--- config.mk ---
export PLATFORM = sky130hd
export DESIGN_NAME = label_overlay
export DESIGN_NICKNAME = d
export VERILOG_FILES = /design/src/rtl/label_pkg.sv /design/src/rtl/label_overlay_if.sv /design/src/rtl/label_overlay_pix_delay.sv /design/src/rtl/label_overlay.sv
export SDC_FILE = /design/constraint.sdc
export NUM_CORES = 1
export LEC_CHECK = 0
export CORE_MARGIN = 10
export CORE_UTILIZATION = 40
export DETAILED_ROUTE_END_ITERATION = 8
export PLACE_DENSITY = 0.66
export SLEW_MARGIN = 20
export SYNTH_ARGS = -nofsm -noshare
export SYNTH_HDL_FRONTEND = slang
export SYNTH_SLANG_ARGS = --single-unit
export TNS_END_PERCENT = 50
--- constraint.sdc ---
create_clock -name CK -period 1.3 [get_ports CK]
set_input_delay 0.26 -clock CK [delete_from_list [all_inputs] [get_ports CK]]
set_output_delay 0.26 -clock CK [all_outputs]
set_load 0.02 [all_outputs]
--- src/rtl/label_pkg.sv ---
// Shared types and constants for the label overlay: RGB565 pixel type, glyph
// cell geometry, default colours and the supported video delay range.
package label_pkg;

  typedef logic [15:0] rgb565_t;

  localparam int CELL_W    = 6;
  localparam int GLYPH_MSB = 5;

  localparam rgb565_t DEF_FG = 16'hFFFF;
  localparam rgb565_t DEF_BG = 16'h0000;

  localparam int LAT_MIN = 1;
  localparam int LAT_MAX = 4;

  // One pixel of the video stream together with its timing flags.
  typedef struct packed {
    logic    de;
    logic    hs;
    logic    vs;
    rgb565_t rgb;
  } vid_t;

endpackage

--- src/rtl/label_overlay_if.sv ---
// Video pixel bus: display enable, syncs and RGB565 colour for one pixel.
interface label_overlay_if;
  import label_pkg::*;

  // Strobe semantics: a pixel is transferred on every CK edge where the owning
  // block's pix_en is 1; there is no back-pressure, the sink must accept it.
  logic    de;
  logic    hs;
  logic    vs;
  rgb565_t rgb;

  modport master (output de, hs, vs, rgb);
  modport slave  (input  de, hs, vs, rgb);

endinterface

--- src/rtl/label_overlay_pix_delay.sv ---
// pix_delay: LAT-stage register chain for {de,hs,vs,rgb} that only advances
// on pix_en, so idle CK cycles leave the alignment untouched.
module pix_delay
  import label_pkg::*;
#(
  parameter int LAT = 2
)
(
  input  logic            ck,
  input  logic            rst_n,
  input  logic            pix_en,
  label_overlay_if.slave  src,
  label_overlay_if.master dst
);

  // Out-of-range depths saturate to the supported range.
  localparam int DEPTH = (LAT < LAT_MIN) ? LAT_MIN :
                         (LAT > LAT_MAX) ? LAT_MAX : LAT;

  vid_t [DEPTH-1:0] stage_q;
  vid_t [DEPTH-1:0] stage_d;

  always_comb begin
    stage_d = stage_q;
    if (pix_en) begin
      stage_d[0] = '{de: src.de, hs: src.hs, vs: src.vs, rgb: src.rgb};
      for (int i = DEPTH - 1; i > 0; i--) begin
        stage_d[i] = stage_q[i-1];
      end
    end
  end

  always_ff @(posedge ck or negedge rst_n) begin
    if (!rst_n) begin
      stage_q <= '0;
    end else begin
      stage_q <= stage_d;
    end
  end

  assign dst.de  = stage_q[DEPTH-1].de;
  assign dst.hs  = stage_q[DEPTH-1].hs;
  assign dst.vs  = stage_q[DEPTH-1].vs;
  assign dst.rgb = stage_q[DEPTH-1].rgb;

endmodule

--- src/rtl/label_overlay.sv ---
// label_overlay: mixes 6-pixel glyph cells from a character ROM over delayed
// video. Define LABEL_OVERLAY_BOX_EN to paint clear glyph bits with BG_COLOR.
module label_overlay
  import label_pkg::*;
#(
  parameter int      LAT      = 2,
  parameter rgb565_t FG_COLOR = DEF_FG,
  parameter rgb565_t BG_COLOR = DEF_BG
)
(
  input  logic              CK,
  input  logic              RST_N,
  input  logic              pix_en,
  input  logic              de_in,
  input  logic              hs_in,
  input  logic              vs_in,
  input  rgb565_t           rgb_in,
  input  logic [CELL_W-1:0] glyph_row,
  input  logic              glyph_load,
  output logic              de_out,
  output logic              hs_out,
  output logic              vs_out,
  output rgb565_t           rgb_out,
  output logic              overrun
);

  localparam logic [2:0] CNT_LAST = 3'(CELL_W - 1);

  label_overlay_if vid_in ();
  label_overlay_if vid_dly ();

  assign vid_in.de  = de_in;
  assign vid_in.hs  = hs_in;
  assign vid_in.vs  = vs_in;
  assign vid_in.rgb = rgb_in;

  pix_delay #(.LAT(LAT)) u_pix_delay (
    .ck     (CK),
    .rst_n  (RST_N),
    .pix_en (pix_en),
    .src    (vid_in),
    .dst    (vid_dly)
  );

  logic [CELL_W-1:0] shift_q, shift_d;
  logic [2:0]        cnt_q,   cnt_d;
  logic              act_q,   act_d;
  logic              ovr_q,   ovr_d;
  vid_t              out_q,   out_d;

  logic    glyph_bit;
  logic    de_fall;
  rgb565_t mix_px;

  assign glyph_bit = shift_q[GLYPH_MSB];
  // out_q.de holds the delayed de of the previous strobe.
  assign de_fall   = out_q.de & ~vid_dly.de;

`ifdef LABEL_OVERLAY_BOX_EN
  always_comb begin
    if (!vid_dly.de)             mix_px = '0;
    else if (act_q && glyph_bit) mix_px = FG_COLOR;
    else if (act_q)              mix_px = BG_COLOR;
    else                         mix_px = vid_dly.rgb;
  end
`else
  logic unused_bg;
  assign unused_bg = ^BG_COLOR;

  always_comb begin
    if (!vid_dly.de)             mix_px = '0;
    else if (act_q && glyph_bit) mix_px = FG_COLOR;
    else                         mix_px = vid_dly.rgb;
  end
`endif

  always_comb begin
    shift_d = shift_q;
    cnt_d   = cnt_q;
    act_d   = act_q;
    ovr_d   = ovr_q;
    out_d   = out_q;
    if (pix_en) begin
      out_d = '{de: vid_dly.de, hs: vid_dly.hs, vs: vid_dly.vs, rgb: mix_px};
      // End of the active line kills the cell; a load on this strobe is lost.
      if (de_fall) begin
        shift_d = '0;
        cnt_d   = '0;
        act_d   = 1'b0;
      end else if (glyph_load) begin
        shift_d = glyph_row;
        cnt_d   = CNT_LAST;
        act_d   = 1'b1;
        if (act_q && (cnt_q != '0)) begin
          ovr_d = 1'b1;
        end
      end else if (act_q) begin
        if (cnt_q == '0) begin
          act_d = 1'b0;
        end else begin
          shift_d = {shift_q[CELL_W-2:0], 1'b0};
          cnt_d   = cnt_q - 3'd1;
        end
      end
    end
  end

  always_ff @(posedge CK or negedge RST_N) begin
    if (!RST_N) begin
      shift_q <= '0;
      cnt_q   <= '0;
      act_q   <= 1'b0;
      ovr_q   <= 1'b0;
      out_q   <= '0;
    end else begin
      shift_q <= shift_d;
      cnt_q   <= cnt_d;
      act_q   <= act_d;
      ovr_q   <= ovr_d;
      out_q   <= out_d;
    end
  end

  assign de_out  = out_q.de;
  assign hs_out  = out_q.hs;
  assign vs_out  = out_q.vs;
  assign rgb_out = out_q.rgb;
  assign overrun = ovr_q;

endmodule

==> metrics, run 1 <==
DPL Wire Length 3.838 mm; MaxCap Viol Count 0; final std cells w/o fill 373; slew margin rel. 0.7639; starting DRC count in detailed routing a little under 60; critical path class reg -> reg; Mapped Cells 212; Worst Clk Skew 0.006325 ns; grt met3 use 0.02354; Mapped Avg Cell Area 13.23 sq um; Yosys cell types 32; failing checks negative setup slack; initial antenna violation count 0; Core Area 6794 sq um; Worst Setup End Kind flip-flop; n_diodes 0; RSZ-0062 raised after global routing true; via density per instance 4.783; post-CTS setup buffer count 0; Die W 103.7 microns; WP data required 1.53 ns; Core Rows 30; Combinational Power Share 0.238; switch share 0.2761; Vias 1,784; ANT nets after route 0; worst flop-to-flop path startpoint cnt_q[1]$_DFFE_PN0P_; die area 10,760 sq um; DR pass1 iterations 4; GR peak layer met2; sequential fraction of the synthesis area 0.6069; Tot GR Track Use 0.1073; Final Hold Viols 0; DR DRC count 0; Initial Util 0.4127; clk_lat worst skew 0.34 ns; share of cells above drive strength 1 0.3935; outcome complete, but fails checks; Post-Syn Area 2804 sq um; Mapped Nets ~240; clock power share 0.298; Layout Nets 305; Synth Register Bits 68; Cell Pwr Density 1534 nW/um^2; CP startpoint cnt_q[1]$_DFFE_PN0P_; Flop pwr share 0.464; hold crit path type in -> reg; Setup WS post-layout -0.1282 ns; CTS sink cnt 68; largest net degree at the start of global routing 33; H-tree Lvls 3; Fmax 0.7002 GHz; vias in the first global route between 1.5k and 2k; clk root buf clkbuf_8; I/O Buffers 48; remaining global-route overflow 0; worst path arrival time 1.66 ns; hold path start pix_en; routability cong. just under 0.7; Max clock buf depth 2; static leakage 1.595 nW; Peak VDD IR roughly 0.6 mV; met1 usage 0.1364; CTS tree done; worst-margin pin slew approximately 0.35 ns; first-pass GRT wire length 9.446 mm; Area Overhead vs Synth 32.80%; drt wl/cell roughly 15 microns; Max FO, Critical Path 6; CTS buffer count 9; chip height 103.7 microns; grt met2 use 0.1599; Yosys warnings 0; final hold slack approximately 0.30 ns; WL final 5.559 mm; Pins Over Slew Limit 0; minimum clock period 1.428 ns; Final setup viols 9; Power Internal just over 0.004 W; CTS clk-pin slew, worst paths 0.07 ns; # IOs 49; Tcrit/Tclk final 1.099; Setup crit start kind flip-flop; Placed Instances 358; P_sw around 0.0016 W
[critical path, stage by stage (launching register included)]
cell and delay, ns:
dfrtp_1 0.36, inv_2 0.06, ha_4 0.15, nor2b_4 0.12
o21ba_4 0.20, a21o_4 0.22, a22o_1 0.21
[worst paths after layout]
check | end | slack (ns) | cells after the start
worst max-delay path | shift_q[1]$_DFFE_PN0P_ | -0.13 | 6
worst min-delay path | rgb_out[6]$_DFFE_PN0P_ | 0.30 | 2
worst max register to register | shift_q[1]$_DFFE_PN0P_ | -0.13 | 6
worst min register to register | shift_q[0]$_DFFE_PN0P_ | 0.50 | 1
max in group asynchronous | cnt_q[0]$_DFFE_PN0P_ | 0.46 | 3
min in group asynchronous | rgb_out[4]$_DFFE_PN0P_ | 0.36 | 2
[cells by family after synthesis]
kind of cell | share of synthesized area
flip-flops | 0.6069
AO/OA/AOI/OAI | 0.1281
multiplexers | 0.1847
buffers and inverters | 0.05622
AND/OR/NAND/NOR | 0.01517
adder cells (fa/ha/maj) | 0.008923
[registers in the layout, summed over array words and instances, names as in the netlist, 3 cells and up]
register,flops
cnt_q,3
u_pix_delay.dst.rgb,16
u_pix_delay.stage_q,19
rgb_out,16
shift_q,6
[layout by cell type, fill, tap and decap left out, types with 2 or more instances in the layout]
cell type	n
mux2_2	46
clkdlybuf4s50_1	26
buf_2	2
o21ai_0	16
inv_1	19
clkdlybuf4s15_2	9
dfrtp_1	68
o21ai_1	2
o211ai_1	16
inv_2	3
buf_4	12
clkbuf_8	11
buf_12	4
clkbuf_2	8
ha_4	2
nand2_1	2
a22o_1	4
clkdlybuf4s15_1	3
[power groups by stage]
stage / clock (W) / combinational (W) / sequential, W
finish: 0.00170 / 0.00136 / 0.00265
detailed placement: 0 / 0.00139 / 0.00268
CTS: 0.00176 / 0.00137 / 0.00265
floorplan: 0 / 0.000637 / 0.00279
global route: 0.00184 / 0.00149 / 0.00269
global placement: 0 / 0.00136 / 0.00268
[repair_timing]
action | in CTS | in global routing
gates cloned | 0 | 0
pin swaps | 3 | 1
hold endpoints to repair | 10 | 0
resized for setup | 54 | 13
hold buffers | 1 | 0
endpoints found under the setup margin | 30 | 19
[cells in the mapped netlist (all sizes together)]
cell type / instances / share of area
nand3: 1 / 0.0018
buf: 11 / 0.022
o211ai: 16 / 0.043
o31ai: 1 / 0.0027
o2bb2ai: 1 / 0.0031
a41oi: 1 / 0.0031
a22o: 5 / 0.016
o22ai: 1 / 0.0022
o31a: 1 / 0.0031
nor2: 1 / 0.0013
dfrtp: 68 / 0.61
a21o: 1 / 0.0027
nand2: 2 / 0.0027
and2: 1 / 0.0027
nor2b: 2 / 0.0045
o21ai: 19 / 0.034
clkbuf: 3 / 0.0045
o21ba: 1 / 0.0036
o21bai: 1 / 0.0027
o32ai: 1 / 0.0031
ha: 2 / 0.0089
inv: 22 / 0.029
o221a: 1 / 0.0040
a21boi: 1 / 0.0027
mux2: 46 / 0.18
nand2b: 1 / 0.0022
a31oi: 1 / 0.0022
[routing by layer]
layer  vias up  share of wire
li1        871              -
met1       882           0.48
met2        25           0.48
met3         6          0.028
met4         0          0.015
met5         -              0
[stage by stage]
step	setup WS [ns]	util	setup TNS [ns]	instance area, sq um	power, W
finish	-0.1282	0.5481	-0.7559	3724	0.005711
global route	-0.1747	0.5481	-1.241	3724	0.006019
CTS	-0.1237	0.5506	-0.8292	3741	0.005777
detailed placement	-0.4023	0.5175	-2.922	3516	0.004074
global placement	-0.3802	0.5175	-2.752	3516	0.004033
floorplan	-0.1204	-	-0.5502	2830	0.003424
[area by class of cell]
| class | count | area (sq um) |
|---|---|---|
| multi-input combinational | 108 | 1007 |
| timing repair buffer | 65 | 621.8 |
| clock buffer | 12 | 155.1 |
| sequential | 68 | 1702 |
| clock inverter | 2 | 35.03 |
| tap | 96 | 120.1 |
| inverter | 22 | 82.58 |
| fill | 587 | 3070 |
(Power assumes the default switching activity.)
==> run 2, diff against run 1 <==
SKIP_CTS_REPAIR_TIMING = 1   (was not set)
==> run 2 against run 1 <==
Compared with the run above:
- the flow still finishes with violations (negative setup slack)
- core utilization is 0.83 points higher
- register-to-register slack is essentially flat
- sequential power hardly changed
- die area unchanged
- clock power about the same
- combinational power barely moved
- routed wire length is essentially flat
- sequential share of layout area decreased by 0.68 points
- clock-buffer cell count is the same
- critical path type unchanged
- first-iteration DRC count up 6.8%
==> metrics, run 2 (synthesis results as in run 1) <==
outcome complete, but fails checks; failing checks negative setup slack; Max clock buf depth 2; Area Overhead vs Synth 34.81%; static leakage 1.837 nW; slew margin rel. 0.7652; Sequential Area 1702 sq um; MaxCap Viol Count 0; CTS sink cnt between 60 and 70; CTS buffer count 9; DR DRC count 0; Worst Setup End Kind flip-flop; DR pass1 iterations 4; Fmax 0.6954 GHz; Final setup viols 9; final std cells w/o fill 373; routability cong. 0.6862; Vias 1,798; die area 10,760 sq um; chip height between 100 and 150 microns; first-pass GRT wire length about 9.3 mm; initial antenna violation count 0; most frequent cells in the layout 68 x dfrtp_1, 46 x mux2_2, 26 x clkdlybuf4s50_1; Worst Clk Skew about 0.0063 ns; H-tree Lvls 3; drt wl/cell 14.89 microns; Biggest register u_pix_delay.stage_q; Multi-input gate area between 900 and 1000 sq um; ANT nets after route 0; I/O Buffers between 40 and 50; Tcrit/Tclk final 1.106; clk root buf clkbuf_8; Tot GR Track Use 0.1061; Setup WS post-layout -0.1379 ns; via density per instance 4.820; Core Area 6794 sq um; RSZ-0062 raised after global routing true; Initial Util 0.4127; WL final 5.554 mm; remaining global-route overflow 0; CTS tree done; Setup crit start kind flip-flop; # IOs 49; worst-margin pin slew approximately 0.35 ns; hold crit path type in -> reg; total power draw 0.005714 W; starting DRC count in detailed routing 63; Largest register FFs 19; commonest non-fill, non-tap cell in the layout dfrtp_1; largest net degree at the start of global routing 33; share of cells above drive strength 1 0.3213; critical path class reg -> reg; Die W just over 100 microns; Max FO, Critical Path 6; WP data required 1.53 ns; CTS clk-pin slew, worst paths 0.07 ns; worst path arrival time 1.67 ns; n_diodes 0; Pins Over Slew Limit 0; DPL Wire Length between 3 and 4 mm; Layout Nets about 310; Peak VDD IR 0.5858 mV; Final Hold Viols 0; clk_lat worst skew roughly 0.34 ns; Cell Pwr Density 1512 nW/um^2; Core Rows 30; minimum clock period 1.438 ns; vias in the first global route between 1.5k and 2k; Placed Instances between 300 and 400; final-layout fill cell count 575
run 2: power by group:
part | total (W) | switching, W | internal [W]
clock | 0.00170 | 0.000732 | 0.000967
combinational | 0.00137 | 0.000631 | 0.000742
sequential | 0.00264 | 0.000185 | 0.00246
run 2: final timing paths:
| path | from | cells past startpoint | endpoint | slack, ns |
|---|---|---|---|---|
| setup / recovery | cnt_q[1]$_DFFE_PN0P_ | 6 | shift_q[4]$_DFFE_PN0P_ | -0.14 |
| hold / removal | pix_en | 2 | rgb_out[6]$_DFFE_PN0P_ | 0.30 |
| setup reg to reg | cnt_q[1]$_DFFE_PN0P_ | 6 | shift_q[4]$_DFFE_PN0P_ | -0.14 |
| hold reg to reg | overrun$_DFFE_PN0P_ | 1 | overrun$_DFFE_PN0P_ | 0.49 |
| max in group asynchronous | RST_N | 3 | cnt_q[0]$_DFFE_PN0P_ | 0.46 |
| min in group asynchronous | RST_N | 2 | rgb_out[4]$_DFFE_PN0P_ | 0.36 |
run 2: layout make-up:
cell class                      count  share of cell area
Clock buffer                       12             0.04105
Clock inverter                      2            0.009268
Inverter                           22             0.02185
Multi-Input combinational cell    108              0.2605
Sequential cell                    68              0.4502
Tap cell                           96             0.03178
Timing Repair Buffer               65              0.1854
run 2: stage by stage:
stage	cell area, sq um	util	setup slack (ns)	hold slack [ns]	setup TNS, ns
final	3780	0.5564	-0.1379	0.3025	-0.7769
after global routing	3780	0.5564	-0.1779	0.3292	-1.291
after CTS	3706	0.5455	-0.3212	-0.1899	-7.056
after detailed placement	3516	0.5175	-0.4023	0.1791	-2.922
after global placement	3516	0.5175	-0.3802	0.1804	-2.752
after floorplan	2830	-	-0.1204	-0.03559	-0.5502
run 2: routing by layer:
layer / part of all wire / GRT usage / vias up
li1: - / - / 868
met1: 0.48 / 0.1356 / 897
met2: 0.48 / 0.1577 / 27
met3: 0.028 / 0.02230 / 6
met4: 0.015 / 0.07157 / 0
met5: 0 / 0 / -
run 2: critical path, stage by stage (launching register included):
cell	delay, ns
dfrtp_1	0.36
inv_2	0.06
ha_4	0.15
nor2b_4	0.12
o21ba_4	0.20
a21o_4	0.22
a22o_2	0.22
==> run 3, diff against run 2 <==
GPL_TIMING_DRIVEN = 0   (was not set)
==> run 3 against run 2 <==
Compared with the run above:
- the flow still finishes with violations (negative setup slack)
- non-clock buffer count down 2
- clock power increased by 3%
- first-iteration DRC count increased by 3.2%
- design area decreased by 1.7%
- sequential power about the same
- routed wire length increased by 2.3%
- register-to-register slack worse by 0.02 ns
- clock-buffer cell count stayed put
- die area unchanged
- cell count is the same
- critical endpoint is now shift_q[5]$_DFFE_PN0P_
- largest cell class unchanged
- highest routed layer unchanged
==> metrics, run 3 (synthesis results as in run 1) <==
Largest register FFs 19; Core Rows 30; Setup crit start kind flip-flop; via density per instance 4.858; Peak VDD IR slightly below 0.8 mV; Pins Over Slew Limit 0; GR peak layer met2; DR DRC count 0; Die W 103.7 microns; commonest non-fill, non-tap cell in the layout dfrtp_1; Max FO, Critical Path 6; remaining global-route overflow 0; CTS tree done; worst-margin pin slew 0.4644 ns; CTS clk-pin slew, worst paths 0.07 ns; Final setup viols 18; largest net degree at the start of global routing 37; ANT nets after route 0; Core Area 6794 sq um; die area 10,760 sq um; routability cong. 0.7792; Tcrit/Tclk final 1.125; Biggest register u_pix_delay.stage_q; Placed Instances about 360; outcome complete, but fails checks; grt met2 use 0.1734; final hold slack 0.2215 ns; clk root buf clkbuf_8; n_diodes 0; CTS buffer count 9; Initial Util 0.4127; grt met3 use 0.02540; drt wl/cell about 15 microns; I/O Buffers 46; DPL Wire Length a little over 4 mm; Vias 1,812; starting DRC count in detailed routing 65; MaxCap Viol Count 0; WP data required 1.53 ns; Fmax slightly below 0.7 GHz; initial antenna violation count 0; vias in the first global route slightly below 2k; WL final between 5 and 6 mm; Final Hold Viols 0; Tot GR Track Use 0.1099; Worst Setup End Kind flip-flop; minimum clock period ~1.5 ns; final std cells w/o fill 373; chip height 103.7 microns; met1 usage 0.1368; Layout Nets 303; most frequent cells in the layout 68 x dfrtp_1, 46 x mux2_2, 25 x clkdlybuf4s50_1; share of cells above drive strength 1 0.3177; clk_lat worst skew 0.33 ns; Max clock buf depth 2; CTS sink cnt 68; worst path arrival time 1.69 ns; DR pass1 iterations 4; first-pass GRT wire length between 9 and 10 mm; Cell Pwr Density 1528 nW/um^2; RSZ-0062 raised after global routing true; critical path class reg -> reg; failing checks negative setup slack; # IOs 49; Setup WS post-layout -0.1619 ns; slew margin rel. 0.6904; static leakage about 1.8 nW; H-tree Lvls 3; Worst Clk Skew 0.007967 ns; Area Overhead vs Synth 32.49%; hold crit path type in -> reg
run 3: changes by cell type in the layout (fill, tap and decap cells not counted), sizes merged:
cell / delta
buf: -3
clkbuf: +2
clkinv: +1
clkdlybuf4s50: -1
clkinvlp: +1
run 3: stage by stage:
| stage | worst slack, ns | utilization | total power [W] | cell area [sq um] | TNS (ns) |
|---|---|---|---|---|---|
| after floorplan | -0.1204 | - | 0.003424 | 2830 | -0.5502 |
| after global placement | -2.295 | 0.5020 | 0.003920 | 3411 | -157.56 |
| after detailed placement | -0.2074 | 0.5046 | 0.003976 | 3428 | -1.976 |
| after CTS | -0.3317 | 0.5344 | 0.005729 | 3631 | -7.783 |
| after global routing | -0.2453 | 0.5468 | 0.005999 | 3715 | -2.691 |
| final | -0.1619 | 0.5468 | 0.005677 | 3715 | -1.226 |
run 3: power breakdown:
part / internal [W] / leakage, nW / total (W) / switching, W
Combinational: 0.000665 / 0.880 / 0.00127 / 0.000609
Clock: 0.000985 / 0.102 / 0.00175 / 0.000766
Sequential: 0.00246 / 0.823 / 0.00265 / 0.000195
run 3: worst paths after layout:
path | startpoint | end | slack [ns] | cells after the start
worst max-delay path | cnt_q[1]$_DFFE_PN0P_ | shift_q[5]$_DFFE_PN0P_ | -0.16 | 6
worst min-delay path | glyph_load | cnt_q[1]$_DFFE_PN0P_ | 0.22 | 2
worst max register to register | cnt_q[1]$_DFFE_PN0P_ | shift_q[5]$_DFFE_PN0P_ | -0.16 | 6
worst min register to register | overrun$_DFFE_PN0P_ | overrun$_DFFE_PN0P_ | 0.48 | 1
max in group asynchronous | RST_N | u_pix_delay.dst.rgb[6]$_DFFE_PN0P_ | 0.36 | 3
min in group asynchronous | RST_N | u_pix_delay.stage_q[1]$_DFFE_PN0P_ | 0.41 | 2
run 3: layout make-up:
type,instances,area [sq um]
Buffer,14,78.83
Sequential cell,68,1702
Tap cell,96,120.1
Timing Repair Buffer,49,545.5
Inverter,22,82.58
Multi-Input combinational cell,108,983.4
Clock buffer,12,155.1
Fill cell,589,3079
Clock inverter,4,47.55
run 3: critical path, stage by stage, from the launching register on:
cell	delay [ns]
dfrtp_1	0.37
inv_2	0.06
ha_4	0.15
nor2b_4	0.12
o21ba_4	0.21
a21o_4	0.22
a22o_1	0.22
run 3: routing by layer:
metal | vias to the layer above | part of all wire
li1 | 867 | -
met1 | 905 | 0.46
met2 | 30 | 0.49
met3 | 10 | 0.028
met4 | 0 | 0.020
met5 | - | 0
